**config.mk**
```make
export PLATFORM = sky130hd
export DESIGN_NAME = ds_serializer_flat
export DESIGN_NICKNAME = d
export VERILOG_FILES = /design/src/rtl/ds_serializer_if.sv /design/src/rtl/ds_serializer.sv /design/src/flat_wrapper.sv
export SDC_FILE = /design/constraint.sdc
export NUM_CORES = 1
export LEC_CHECK = 0
export CAP_MARGIN = 20
export CORE_ASPECT_RATIO = 0.9
export CORE_MARGIN = 1.5
export CORE_UTILIZATION = 27
export DETAILED_ROUTE_END_ITERATION = 10
export GPL_TIMING_DRIVEN = 0
export PLACE_DENSITY = 0.53
export SYNTH_ARGS = -nofsm -noshare
export SYNTH_HDL_FRONTEND = slang
export SYNTH_SLANG_ARGS = --single-unit
```
**constraint.sdc**
```tcl
create_clock -name clk -period 1.35 [get_ports clk]
set_input_delay 0.135 -clock clk [delete_from_list [all_inputs] [get_ports clk]]
set_output_delay 0.135 -clock clk [all_outputs]
set_load 0.03 [all_outputs]
```
**src/rtl/ds_serializer_if.sv**
```systemverilog
// ============================================================================
// Module      : ds_serializer_if
// Description : Wide-in / narrow-out DataStream handshake bundle for ds_serializer.
// Revision    : 1.0
// ============================================================================
`default_nettype none
`timescale 1ns/1ps

interface ds_serializer_if #(
   parameter int OWIDTH = 8,
   parameter int COUNT  = 4
) ();
   logic [OWIDTH*COUNT-1:0] i_dat;
   logic                    i_val;
   logic                    i_rdy;
   logic [OWIDTH-1:0]       o_dat;
   logic                    o_val;
   logic                    o_last;
   logic                    o_rdy;

   modport slave (
      input  i_dat, i_val, o_rdy,
      output i_rdy, o_dat, o_val, o_last
   );

   modport master (
      output i_dat, i_val, o_rdy,
      input  i_rdy, o_dat, o_val, o_last
   );
endinterface

`default_nettype wire

```
**src/rtl/ds_serializer.sv**
```systemverilog
// ============================================================================
// Module      : ds_serializer
// Description : Splits one COUNT*OWIDTH word into COUNT OWIDTH parts, flagging
//               the last. Macro DS_SERIALIZER_MSB_FIRST_EN selects MSB-first order.
// Revision    : 1.0
// ============================================================================
`default_nettype none
`timescale 1ns/1ps

module ds_serializer #(
   parameter int OWIDTH = 8,
   parameter int COUNT  = 4
) (
   input  wire logic       clk,
   input  wire logic       reset,
   ds_serializer_if.slave  s
);
   localparam int                c_CW   = (COUNT > 1) ? $clog2(COUNT) : 1;
   localparam logic [c_CW-1:0]   c_LAST = c_CW'(COUNT - 1);

   localparam logic [0:0] c_S_IDLE = 1'b0;
   localparam logic [0:0] c_S_BUSY = 1'b1;

   logic [0:0]              r_state;
   logic [0:0]              w_next;
   logic [c_CW-1:0]         r_cnt;
   logic [OWIDTH*COUNT-1:0] r_word;
   logic                    w_busy;
   logic                    w_last;
   logic                    w_load;
   logic                    w_oxfer;
   logic [OWIDTH-1:0]       w_part;

   always_ff @(posedge clk) begin
      if (reset) begin
         r_state <= c_S_IDLE;
      end else begin
         r_state <= w_next;
      end
   end

   always_comb begin
      w_next = r_state;
      case (r_state)
         c_S_IDLE: begin
            if (s.i_val) begin
               w_next = c_S_BUSY;
            end
         end
         c_S_BUSY: begin
            if (s.o_rdy && w_last && !s.i_val) begin
               w_next = c_S_IDLE;
            end
         end
         default: w_next = c_S_IDLE;
      endcase
   end

   always_comb begin
      w_busy   = (r_state == c_S_BUSY);
      w_last   = w_busy && (r_cnt == c_LAST);
      s.o_val  = w_busy;
      s.o_last = w_last;
      s.o_dat  = w_part;
      // o_rdy -> i_rdy is the single combinational path through the stage.
      s.i_rdy  = !w_busy || (s.o_rdy && w_last);
   end

   assign w_load  = s.i_val && s.i_rdy;
   assign w_oxfer = w_busy && s.o_rdy;

   always_ff @(posedge clk) begin
      if (reset) begin
         r_cnt  <= '0;
         r_word <= '0;
      end else if (w_load) begin
         r_cnt  <= '0;
         r_word <= s.i_dat;
      end else if (w_oxfer) begin
         r_cnt  <= w_last ? '0 : r_cnt + c_CW'(1);
      end
   end

   always_comb begin
      w_part = '0;
      for (int k = 0; k < COUNT; k++) begin
         if (r_cnt == c_CW'(k)) begin
`ifdef DS_SERIALIZER_MSB_FIRST_EN
            w_part = r_word[(COUNT-1-k)*OWIDTH +: OWIDTH];
`else
            w_part = r_word[k*OWIDTH +: OWIDTH];
`endif
         end
      end
   end
endmodule

`default_nettype wire

```
**src/flat_wrapper.sv**
```systemverilog
// flat-port wrapper written by rule: the top's interface ports become plain ports
module ds_serializer_flat 
#(
   parameter int OWIDTH = 8,
   parameter int COUNT  = 4
)
  (clk, reset, s_i_dat, s_i_val, s_o_rdy, s_i_rdy, s_o_dat, s_o_val, s_o_last);
  ds_serializer_if #(.OWIDTH(OWIDTH), .COUNT(COUNT)) s_i ();
  input  wire logic clk;
  input  wire logic reset;
  input wire logic [$bits(s_i.i_dat)-1:0] s_i_dat;
  input wire logic [$bits(s_i.i_val)-1:0] s_i_val;
  input wire logic [$bits(s_i.o_rdy)-1:0] s_o_rdy;
  output wire logic [$bits(s_i.i_rdy)-1:0] s_i_rdy;
  output wire logic [$bits(s_i.o_dat)-1:0] s_o_dat;
  output wire logic [$bits(s_i.o_val)-1:0] s_o_val;
  output wire logic [$bits(s_i.o_last)-1:0] s_o_last;
  assign s_i.i_dat = s_i_dat;
  assign s_i.i_val = s_i_val;
  assign s_i.o_rdy = s_o_rdy;
  assign s_i_rdy = s_i.i_rdy;
  assign s_o_dat = s_i.o_dat;
  assign s_o_val = s_i.o_val;
  assign s_o_last = s_i.o_last;
  ds_serializer #(.OWIDTH(OWIDTH), .COUNT(COUNT)) u_core (.clk(clk), .reset(reset), .s(s_i));
endmodule
```
# Word-level counts from Yosys, hierarchy flattened
# Index checks and enable logic that the tools add are counted.
[totals]
out_inout_bits = 11
elab_cells = 26
inputBits = 36
reg_bits = 35
[op_classes]
add_sub_neg = 1
mux = 8
eq_ne = 3
n_reduce_logical = 10
bitwise = 1
[ops]
columns = ["op", "n"]
rows = [
  ["2-to-1 mux 8 bit", 4],
  ["logical AND 1 bit", 5],
  ["equality test 2 bit, second input constant", 2],
  ["adder 2 x 1 -> 2 bit, second input constant", 1],
  ["equality test 2 x 1 -> 1 bit, second input constant", 1],
  ["zero test 1 bit", 2],
  ["zero test 2 bit", 1],
  ["2-to-1 mux 1 bit", 2],
  ["2-to-1 mux 2 bit", 1],
  ["case mux 1 bit (2 select lines)", 1],
  ["OR reduction 2 bit", 1],
  ["logical OR 1 bit", 1],
  ["NOT 1 bit", 1],
]

# Longest topological paths before layout
[logic_depth]
depth_word = 6
ltp_mapped = 7
depth_no_buf = 5

# Worst setup path before layout
# Ideal clock, no wire load.
[synth_timing]
path_type = "flip-flop to output port"
from = "register u_core.r_cnt[0]"
to = "output s_o_dat[3]"
path_buffers = 2
t_arrival_ns = 1.404
required_ns = 1.215
path_stages_with_launch = 8
setup_slack_ns = -0.189
path_cell_list = "dfxtp_1 > inv_1 > ha_1 > clkbuf_1 > buf_2 > a21oi_1 > o21ai_0 > a22o_1"
[synth_between]
elab_chain_cells = 5
word_cells_on_any_way = 8
classes_between = "eq/ne (3); mux (4); reduce/logical (1)"
[synth_lines]
columns = ["item", "line_no", "source"]
rows = [
  ["start, declared", "ds_serializer.sv:26", "logic [c_CW-1:0] r_cnt;"],
  ["start signal, assigned", "ds_serializer.sv:80", "r_cnt <= w_last ? '0 : r_cnt + c_CW'(1);"],
  ["zero test 2 bit", "ds_serializer.sv:87", "if (r_cnt == c_CW'(k)) begin"],
  ["2-to-1 mux 8 bit (3 in series)", "ds_serializer.sv:87", ""],
  ["2-to-1 mux 8 bit (*)", "ds_serializer.sv:87", ""],
  ["end, declared", "flat_wrapper.sv:15", "output wire logic [$bits(s_i.o_dat)-1:0] s_o_dat;"],
]
# Mark *: on every way between the ends. The rest lies on a longest branch, timed or not.

# Worst setup path in the final report
[layout_timing]
from = "register u_core.r_cnt[1]"
to = "output s_o_dat[3]"
# Same word-level chain as after synthesis.

==> flow_summary.json <==
{
  "status": "complete, but fails checks",
  "violations": "negative setup slack",
  "syn_area_sq_mm": 0.00195,
  "synth_fa_ha_area_share_pct": 2.57,
  "root_buffer": "clkbuf_8",
  "cap_violations": 0,
  "r2r_cells": 8,
  "rsz0062_at_grt": "yes",
  "ys_seq_elements": 35,
  "initial_utilization_pct": 27.8,
  "core_area_sq_mm": 0.00700,
  "clockPowerShare_pct": 30.4,
  "grt_pass1_wl_um": 7550,
  "cts_buffers": 5,
  "final_antenna_net_count": 0,
  "synth_mux_area_share_pct": 17.5,
  "ir_drop_mv": 0.297,
  "setup_viol_count_final": 43,
  "grt_pass1_vias": 1537,
  "min_path_type": "input pin to register",
  "crit_path_start_kind": "register",
  "area_delta_synth_final_pct": 52.2,
  "synth_top_family_by_area": "simple AND/OR/NAND/NOR gates",
  "synth_top_cell_by_area": "dfxtp_1",
  "slew_headroom_pct": 71.2,
  "p_per_area_mw_per_mm2": 837,
  "finalWorstSetupSlack_ps": -410,
  "drc": 0,
  "path_max_fanout": 8,
  "port_buffers": 45,
  "cts_tree": "done",
  "syn_inst": 215,
  "intPower_mw": 1.80,
  "cts.sinks": 35,
  "switchingPower_mw": 0.679,
  "hold_viol": 0,
  "dp_hpwl_um": 3510,
  "yosys_warnings": 0,
  "leakagePower_nw": 1.16,
  "place_congestion": 0.727,
  "p_comb_share_pct": 23.7,
  "drtPass1Iterations": 4,
  "drive_above_1_share_pct": 23.7,
  "final_common_cell": "nand2b_1",
  "tns_ps": -11730,
  "die-area_sq_mm": 0.00773,
  "worstMarginPinSlew_ps": 432,
  "cts_max_path_buffers": 2,
  "grt_start_max_net_pins": 11,
  "skew_ps": 6.57,
  "nets": 318,
  "post_drt_wl_per_cell_um": 13.7,
  "wirelength_um": 5090,
  "grtUsageTotal_pct": 12.8,
  "viasPerCell": 4.30,
  "min-delay-start": "reset",
  "worst-r2r-setup-slack_ps": -280,
  "synth_fp_nets": 255,
  "yosys.area.top_type_share_pct": 36.0,
  "criticalPathCategory": "register to primary output",
  "power.total_mw": 2.48,
  "synthSimpleGateAreaFrac_pct": 24.4,
  "antenna_found_initial": 0,
  "layout_common_cells": "64 x nand2b_1, 34 x mux2i_1, 34 x clkdlybuf4s50_1",
  "path_clk_slew_ps": 70,
  "antenna-diode-count": 0,
  "post-route-period-util_pct": 130,
  "die_w_um": 92.5,
  "slew_viol_final": 0,
  "final_util_pct": 42.3,
  "hold_path_end": "u_core.s.o_val",
  "postSynthAreaPerCell_sq_um": 9.06,
  "io_pins": 47,
  "crit_path_end_kind": "primary output",
  "seqPwrFrac_pct": 45.9,
  "htreeDepth": 2,
  "synth_xor_area_share_pct": 0,
  "row_count": 29,
  "ys_seq_area_share_pct": 36.0,
  "clock_latency_ps": 300,
  "yosysUniqueCellTypes": 19,
  "required_ps": 1220,
  "dr.first_iter.drc_count": 39,
  "netSwitchingFraction_pct": 27.4,
  "r2r_start": "u_core.r_cnt[0]",
  "crit-reg2reg-capture": "u_core.r_word[26]",
  "fmax_ghz": 0.568,
  "synth-compound-area-share_pct": 11.2,
  "dr_total_vias": 1601,
  "synthTopCellsByArea": "dfxtp_1 36%, nand2b_1 21%, mux2i_1 17%",
  "die_h_um": 83.6,
  "holdWs_ps": 216,
  "arrival_ps": 1630,
  "hold_path_depth": 2,
  "fin_crit_ps": 1760,
  "overflow": 0
}
[power by group through the flow]
stage	sequential, mW	clock, mW	combinational [mW]
5_1_grt	1.15	0.814	0.631
2_1_floorplan	1.15	0	0.308
3_5_place_dp	1.16	0	0.511
3_3_place_gp	1.16	0	0.509
4_1_cts	1.14	0.765	0.547
6_report	1.14	0.753	0.589
[worst max-delay path by stage]
stage / startpoint / end / slack (ps) / cells past startpoint
2_1_floorplan: u_core.r_cnt[0] / s_o_dat[3] / -40 / 7
6_report: u_core.r_cnt[1] / s_o_dat[3] / -410 / 7
5_1_grt: u_core.r_cnt[1] / s_o_dat[4] / -470 / 7
3_5_place_dp: u_core.r_cnt[1] / s_o_dat[1] / -810 / 7
3_3_place_gp: u_core.r_cnt[1] / s_o_dat[1] / -790 / 7
4_1_cts: u_core.r_cnt[1] / s_o_dat[3] / -410 / 7
[worst max-delay path, cell delays in order, from the launching register on]
cell       delay, ps
dfxtp_4          380
inv_4             40
ha_4             180
clkbuf_16        160
a21oi_2          100
o21ai_1           90
a22o_2           230
buf_6            140
[routing by layer]
metal / global-route usage (%) / vias up / part of all wire [%]
met2: 19.4 / 39 / 44
met4: 3.36 / 0 / 0.51
li1: - / 832 / -
met1: 17.0 / 726 / 50
met5: 0 / - / 0
met3: 4.92 / 4 / 5.7
[stage by stage]
stage                     worst slack (ps)  cells  cell area [sq um]
after floorplan                      -41.7    215               2010
after detailed placement              -814    353               2570
after CTS                             -411    363               2790
final                                 -410    372               2960
after global placement                -789    353               2570
after global routing                  -467    372               2960
[flip-flops by register name, summed over array words and instances, names as in the netlist]
| signal | count |
|---|---|
| u_core.r_cnt | 2 |
| u_core.r_word | 32 |
| u_core.s.o_val | 1 |
[logic make-up after synthesis]
family | after synthesis
adder cells (fa/ha/maj) | 4
AO/OA/AOI/OAI | 34
multiplexers | 34
AND/OR/NAND/NOR | 80
buffers and inverters | 28
flip-flops | 35
[layout make-up]
| type | instances | area (sq um) |
|---|---|---|
| Buffer | 15 | 174 |
| Clock buffer | 7 | 76.3 |
| Clock inverter | 1 | 5.00 |
| Fill cell | 693 | 4040 |
| Inverter | 11 | 46.3 |
| Multi-Input combinational cell | 152 | 1170 |
| Sequential cell | 35 | 709 |
| Tap cell | 93 | 116 |
| Timing Repair Buffer | 58 | 662 |
[cells in the mapped netlist, drive strengths merged]
library cell   n
a21oi         16
a22o           8
inv           11
o21ai          8
nor3           1
clkbuf        11
dfxtp         35
and2           1
mux2i         34
nor2b          1
nor2           4
a32oi          1
buf            6
a21boi         1
nand2          9
ha             4
nand2b        64
[what timing repair did]
action / 4_1_cts / 5_1_grt
endpoints found under the setup margin: 41 / 43
gates cloned: 2 / 4
setup buffers: 2 / 5
hold buffers: 0 / 0
gates resized for setup: 94 / 10
pin swaps: 6 / 2
Note: power is estimated with default switching activity, not from simulation.
